`src/rtl/rr_arbiter_8.sv`:
```
// Round-robin arbiter for 8 requesters with registered one-hot grant, encoded index and a hold-cycle limit.
// Define ARB_FIXED_PRIO_EN to pin the search pointer at 0, which gives fixed lowest-index-wins priority.
module rr_arbiter_8 #(
    parameter int unsigned N        = 8,
    parameter int unsigned IDW      = 3,
    parameter int unsigned MAX_HOLD = 16
) (
    input  logic           clk,
    input  logic           rst_n,
    input  logic [N-1:0]   req,
    output logic [N-1:0]   gnt,
    output logic [IDW-1:0] gnt_id,
    output logic           gnt_valid,
    output logic           forced_rel
);

    localparam int unsigned HCW = (MAX_HOLD == 0) ? 1 : $clog2(MAX_HOLD + 1);
    localparam bit HOLD_EN = (MAX_HOLD != 0);
    localparam logic [HCW-1:0] HOLD_LAST = HCW'((MAX_HOLD == 0) ? 0 : MAX_HOLD - 1);

    typedef enum logic {
        IDLE  = 1'b0,
        GRANT = 1'b1
    } state_t;

    state_t         state, state_nxt;
    logic [N-1:0]   req_q;
    logic [IDW-1:0] ptr, ptr_nxt;
    logic [HCW-1:0] hold_cnt, hold_cnt_nxt;
    logic [N-1:0]   gnt_nxt;
    logic [IDW-1:0] gnt_id_nxt;
    logic           gnt_valid_nxt;
    logic           forced_rel_nxt;
    logic [IDW-1:0] win_id;
    logic           win_found;
    logic [IDW:0]   scan;
    logic           owner_req;
    logic           hold_hit;

    // Rotating search from ptr over the sampled request vector; first set bit wins.
    always_comb begin
        win_id    = '0;
        win_found = 1'b0;
        scan      = '0;
        for (int unsigned i = 0; i < N; i++) begin
            scan = {1'b0, ptr} + (IDW + 1)'(i);
            if (scan >= (IDW + 1)'(N)) begin
                scan = scan - (IDW + 1)'(N);
            end
            if (!win_found && req_q[scan[IDW-1:0]]) begin
                win_id    = scan[IDW-1:0];
                win_found = 1'b1;
            end
        end
    end

    assign owner_req = req_q[gnt_id];
    assign hold_hit  = HOLD_EN && (hold_cnt == HOLD_LAST);

    // Next-state and registered-output values.
    always_comb begin
        state_nxt      = state;
        gnt_nxt        = gnt;
        gnt_id_nxt     = gnt_id;
        gnt_valid_nxt  = gnt_valid;
        forced_rel_nxt = 1'b0;
        ptr_nxt        = ptr;
        hold_cnt_nxt   = hold_cnt;
        case (state)
            IDLE: begin
                if (win_found) begin
                    state_nxt     = GRANT;
                    gnt_nxt       = N'(1) << win_id;
                    gnt_id_nxt    = win_id;
                    gnt_valid_nxt = 1'b1;
                    hold_cnt_nxt  = '0;
                end
            end
            GRANT: begin
                if (!owner_req || hold_hit) begin
                    // A simultaneous drop on the limit edge counts as voluntary.
                    state_nxt      = IDLE;
                    gnt_nxt        = '0;
                    gnt_id_nxt     = '0;
                    gnt_valid_nxt  = 1'b0;
                    forced_rel_nxt = owner_req;
                    hold_cnt_nxt   = '0;
`ifdef ARB_FIXED_PRIO_EN
                    ptr_nxt        = '0;
`else
                    ptr_nxt        = (gnt_id == IDW'(N - 1)) ? '0 : gnt_id + IDW'(1);
`endif
                end else if (HOLD_EN) begin
                    hold_cnt_nxt = hold_cnt + HCW'(1);
                end
            end
            default: state_nxt = IDLE;
        endcase
    end

    // Request sampling, state and output registers.
    always_ff @(posedge clk or negedge rst_n) begin
        if (!rst_n) begin
            state      <= IDLE;
            req_q      <= '0;
            ptr        <= '0;
            hold_cnt   <= '0;
            gnt        <= '0;
            gnt_id     <= '0;
            gnt_valid  <= 1'b0;
            forced_rel <= 1'b0;
        end else begin
            state      <= state_nxt;
            req_q      <= req;
            ptr        <= ptr_nxt;
            hold_cnt   <= hold_cnt_nxt;
            gnt        <= gnt_nxt;
            gnt_id     <= gnt_id_nxt;
            gnt_valid  <= gnt_valid_nxt;
            forced_rel <= forced_rel_nxt;
        end
    end

    a_gnt_onehot : assert property (@(posedge clk) disable iff (!rst_n) $onehot0(gnt));
    a_gnt_valid  : assert property (@(posedge clk) disable iff (!rst_n) gnt_valid == (|gnt));
    a_gnt_id     : assert property (@(posedge clk) disable iff (!rst_n)
                                    gnt == (gnt_valid ? (N'(1) << gnt_id) : '0));

endmodule

```
`config.mk`:
```
export PLATFORM = sky130hd
export DESIGN_NAME = rr_arbiter_8
export DESIGN_NICKNAME = d
export VERILOG_FILES = /design/src/rtl/rr_arbiter_8.sv
export SDC_FILE = /design/constraint.sdc
export NUM_CORES = 1
export LEC_CHECK = 0
export ABC_AREA = 1
export CAP_MARGIN = 10
export CORE_ASPECT_RATIO = 2
export CORE_MARGIN = 2
export CORE_UTILIZATION = 50
export DETAILED_ROUTE_END_ITERATION = 6
export PLACE_DENSITY = 0.83
export SLEW_MARGIN = 10
export SYNTH_ARGS = -nofsm -noshare
export SYNTH_HDL_FRONTEND = slang
export SYNTH_SLANG_ARGS = --single-unit
```
`constraint.sdc`:
```
create_clock -name clk -period 2.62 [get_ports clk]
set_input_delay 0.655 -clock clk [delete_from_list [all_inputs] [get_ports clk]]
set_output_delay 0.655 -clock clk [all_outputs]
set_load 0.02 [all_outputs]
```
Yosys cells after proc, flatten, opt, wreduce, memory -nomap -nowiden
Cells that the tools add are included.
{"block": "classes", "mux": 60, "shifts": 1, "n_mul": 0, "reduce_logical": 18, "order_cmp": 17, "bitwise": 1, "n_addsub": 17, "div_mod_pow": 0, "n_eq_ne": 4}
{"cell": "2-to-1 mux 3 bit", "count": 19}
{"cell": "less-than comparator 3 x 4 -> 1 bit (second input constant)", "count": 9}
{"cell": ">= comparator 4 bit (second input constant)", "count": 7}
{"cell": "binary-select mux 1 bit (select 3 bit)", "count": 9}
{"cell": "subtractor 3 x 1 -> 3 bit (second input constant)", "count": 8}
{"cell": "2-to-1 mux 1 bit", "count": 23}
{"cell": "adder 3 x 3 -> 4 bit (second input constant)", "count": 4}
{"cell": "2-to-1 mux 8 bit", "count": 2}
{"cell": "case mux 8 bit (2 select lines)", "count": 1}
{"cell": "2-to-1 mux 5 bit", "count": 2}
{"cell": "case mux 5 bit (2 select lines)", "count": 1}
{"cell": "adder 3 x 2 -> 4 bit (second input constant)", "count": 2}
{"cell": "zero test 1 bit", "count": 8}
{"cell": "<< shifter 1 x 3 -> 8 bit (first input constant)", "count": 1}
{"cell": "logical AND 1 bit", "count": 7}
{"cell": "case mux 3 bit (2 select lines)", "count": 1}
{"cell": "adder 5 x 1 -> 5 bit (second input constant)", "count": 1}
{"cell": "== test 5 x 4 -> 1 bit (second input constant)", "count": 1}
{"cell": "adder 3 x 1 -> 4 bit (second input constant)", "count": 1}
{"cell": ">= comparator 3 x 4 -> 1 bit (second input constant)", "count": 1}
{"cell": "case mux 1 bit (2 select lines)", "count": 2}
{"cell": "AND reduction 2 bit", "count": 2}
{"cell": "adder 3 x 1 -> 3 bit (second input constant)", "count": 1}
{"cell": "== test 3 bit (second input constant)", "count": 1}
{"cell": "4 further kinds", "count": 4}
{"block": "word_totals", "word_cells": 126, "rom_bits": 0, "latchBits": 0, "out_inout_bits": 13, "register_bits": 30, "ram_bits": 0, "n_memories": 0, "in_bits": 10}

Depth between registers and ports, before layout
{"block": "depth", "ltp_word": 29, "ltp_mapped": 18, "depth_no_buf": 17}

Least setup slack after synthesis
OpenSTA, ideal clock, no wires.
{"block": "synth_path", "kind": "flip-flop to flip-flop", "startpoint": "register ptr[0]", "endpoint": "register gnt[4]", "synth_period_minus_slack_ns": 2.327, "t_arrival_ns": 2.203, "setup_time_ns": 0.124, "stages_incl_launch_ff": 18, "path_slack_ns": 0.293, "n_path_buf": 1, "required_ns": 2.496, "cell_sequence": "dfrtp_1 inv_2 buf_6 ha_1 inv_1 nand3_2 nand3_2 nand2_2 nor2_4 nand3_2 inv_2 nand2_1 a21oi_1 nand2_1 nand2_1 nand2_1 nand2_2 o21bai_1"}
{"block": "synth_between", "elab_chain_cells": 29, "elab_cells_between_ends": 82, "cone_classes": "add/sub: 15; order compare: 8; eq/ne: 1; shift: 1; mux: 42; reduce/logical: 15"}
{"element": "from (decl)", "line": "28", "rtl": "logic [IDW-1:0] ptr, ptr_nxt;"}
{"element": "from (signal assigned)", "line": "115", "rtl": "ptr <= ptr_nxt;"}
{"element": "parallel branches: the longest is 29 deep, another holds adder 3 x 1 -> 4 bit"}
{"element": "to (signal assigned)", "line": "117", "rtl": "gnt <= gnt_nxt;"}
{"element": "to (decl)", "line": "11", "rtl": "output logic [N-1:0] gnt,"}
Parallel ways; which one is timed is not known. The select of a mux whose other input is x is not followed.
A chain may end at the register's enable or synchronous reset.

Worst setup path after layout
{"block": "layout_path", "startpoint": "register ptr[0]", "endpoint": "register gnt[5]"}
The elaborated chain is that of the path after synthesis.

==> metrics.csv <==
stage;metric;value;unit
run_status;status;finished, final reports clean;
place;Post-DP HPWL;3.798;mm
flow_run;MaxCap Viol Count;0;
layout;P&R area growth vs syn;18.18;%
layout;n_diodes;0;
pwr;power per cell area;1434;mW/mm^2
global_route;vias in the first global route;1805;
floorplan;Initial Util;51.02;%
route;DR top layer;met4;
global_route;total track usage;23.17;%
place;Port Buffers;22;
route;DR pass1 iterations;5;
setup_path;CP Class;flip-flop to flip-flop;
floorplan;Site Rows;33;
synthesis;sequential fraction of the synthesis area;36.36;%
global_route;GRT overflow;0;
route;routed length on met1;1.701;mm
floorplan;die width;49.44;um
timing;Fin Clk Skew;0.009568;ns
route;Initial DRC Count;46;
synthesis;Synth Area per Inst;7.850;sq um
setup_path;crit end category;flip-flop;
synthesis;Yosys reg bits;30;
clock_network;# clock sinks;30;
synthesis;synthesized cell area;0.002064;sq mm
timing;setup tns final;0;ns
route;Final ANT Viol Nets;0;
clock_network;Hold-fix buffers, CTS;0;
floorplan;die area;0.004690;sq mm
clock_network;H-tree levels;2;
setup_path;worst-path fanout max;7;
timing;Slew Viols, Final;0;
floorplan;area of the core;0.004046;sq mm
timing;Fin. Hold Viols;0;
clock_network;CTS tree;built;
min_path;worst hold path class;flip-flop to flip-flop;
timing;final-report setup violation count;0;
route;drc violations;0;
route;metal3 WL;127;um
setup_path;Req. time, crit path;2.83;ns
clock_network;post-CTS sizing;0;
layout;share of layout cells above drive strength 1;21.77;%
clock_network;Post-CTS Setup Bufs;0;
route;WL/cell;13.75;um
route;Vias/cell;5.266;
route;met2 routed WL;2.764;mm
timing;fmax;408.6;MHz
pwr;Leak Pwr;1.188;nW
timing;RSZ-0062 raised after global routing;false;
floorplan;Die Y;94.87;um
synthesis;Yosys cell types;36;
global_route;first-pass GRT wire length;8.100;mm
pwr;VDD IR max;0.0008575;V
layout;Fill cells;385;
timing;Slew HR;75.31;%
pwr;Power Total;3.499;mW
clock_network;cts bufs inserted;5;
place;GPL Wtd Cong;0.9259;
setup_path;startpoint class of the critical path;flip-flop;
route;Detailed Route WL;4.758;mm
synthesis;Yosys Warn Count;0;
floorplan;I/O pins;23;
layout;post-layout net count;310;
timing;Worst-Margin Slew;0.3703;ns
clock_network;worst skew pair latency;0.29;ns
setup_path;Critical Path AT;2.66;ns
timing;Final min period;2.448;ns
clock_network;clock-pin slew on the worst setup and hold paths;0.07;ns
synthesis;cells after synthesis;263;
clock_network;Root Driver;clkbuf_8;
global_route;initial antenna violation count;0;
route;vias post-DR;1822;
global_route;largest net degree at the start of global routing;31;
timing;Tcrit/Tclk final;93.42;%
synthesis;post-synthesis net count;279;
clock_network;CTS Buffer Depth;2;
-- path summary, 6_finish.rpt --
path,to,slack (ns),from,cells past startpoint
max in group asynchronous,gnt[7],1.59,rst_n,2
setup reg to reg,gnt[5],0.17,ptr[0],13
min in group asynchronous,req_q[6],0.74,rst_n,2
hold / removal,gnt_valid,0.49,gnt_valid,2
setup / recovery,gnt[5],0.17,ptr[0],13
hold reg to reg,gnt_valid,0.49,gnt_valid,2
-- power by group --
group,total (mW),internal [mW],switching (mW)
sequential,0.700,0.577,0.123
combinational,2.45,0.799,1.65
clock,0.353,0.178,0.175
-- cell usage after synthesis --
library cell  instances  share of area [%]
inv_1                21                3.8
nand4_2               1               0.61
o21a_1                1               0.36
o21ai_0               8                1.9
dfrtp_1              30                 36
mux2i_1               2               0.97
xor2_2                1               0.79
nand3_4               1               0.85
o22ai_1               4                1.2
nand2_1              73                 13
clkinv_2              1               0.24
nand3_2              12                5.8
o221ai_1              1               0.42
a21oi_1               1               0.24
nand3b_2              1               0.55
inv_2                10                1.8
o31ai_1               1               0.36
nor2_1               19                3.5
o21bai_1              4                1.5
xnor2_1               1               0.42
nand2_2              10                3.0
nand4_1               7                2.1
buf_6                 1               0.55
nand2_4               4                2.2
a31oi_2               1               0.61
nand4_4               1                1.0
a21oi_2               1               0.42
xor2_1                1               0.42
ha_1                  6                3.6
nor2_2                4                1.2
o21ai_1               6                1.5
buf_4                 3                1.1
o21ai_2               1               0.42
nor2_8                1               0.97
nor2_4                1               0.55
nand3_1              22                5.3
-- sequential cells by signal, summed over array words and instances, names as in the netlist --
register,count
hold_cnt,5
gnt,8
state,1
gnt_valid,1
req_q,8
ptr,3
gnt_id,3
forced_rel,1
-- critical path, cell delays in order, from the launching register on --
cell and delay, ns:
dfrtp_1 0.39, inv_2 0.05, ha_1 0.30, inv_1 0.19
nand3_2 0.13, nand2_1 0.10, nor2_1 0.08, a31oi_2 0.27
inv_2 0.11, nor2_8 0.19, nand3_1 0.15, nand4_1 0.15
nand2_1 0.09, o21bai_1 0.15
-- layout by cell type (no fill, tap or decap), types with 5 or more instances in the layout --
master           count
nand2_1             73
o21ai_0              8
nand3_2             12
nand4_1              7
nand3_1             22
ha_1                 6
clkdlybuf4s50_1     22
dfrtp_1             30
inv_1               21
buf_4                6
nor2_1              19
inv_2               10
nand2_2             10
clkbuf_8             5
o21ai_1              6
-- kinds of logic after synthesis --
logic type / Yosys count / synth area share (%)
XOR/XNOR: 3 / 1.637
AND/OR/NAND/NOR: 157 / 40.97
multiplexers: 2 / 0.9697
AO/OA/AOI/OAI: 29 / 8.909
flip-flops: 30 / 36.36
buffers and inverters: 36 / 7.515
adder cells (fa/ha/maj): 6 / 3.636
-- stage by stage --
| stage | utilization [%] | cell area, sq um | hold WS, ns | cells | worst slack [ns] |
|---|---|---|---|---|---|
| after floorplan | - | 2064 | 0.3594 | 263 | 0.2931 |
| after global placement | 58.35 | 2361 | 0.4696 | 339 | 0.2801 |
| after detailed placement | 58.35 | 2361 | 0.4661 | 339 | 0.2610 |
| after CTS | 60.30 | 2440 | 0.4872 | 346 | 0.2277 |
| after global routing | 60.30 | 2440 | 0.5043 | 346 | 0.04240 |
| final | 60.30 | 2440 | 0.4902 | 346 | 0.1724 |
-- layout make-up --
cell class | instances | area (sq um) | area share, %
multi-input combinational | 197 | 1159 | 47.49
sequential | 30 | 750.7 | 30.77
timing repair buffer | 28 | 265.3 | 10.87
inverter | 32 | 121.4 | 4.974
clock buffer | 5 | 68.82 | 2.821
tap | 52 | 65.06 | 2.667
clock inverter | 2 | 10.01 | 0.4103
-- metal layers --
metal | vias up | track usage [%]
met5 | - | 0
met4 | 0 | 15.97
met3 | 10 | 2.848
met2 | 38 | 44.59
met1 | 855 | 22.02
li1 | 919 | -
(Power assumes the default switching activity.)
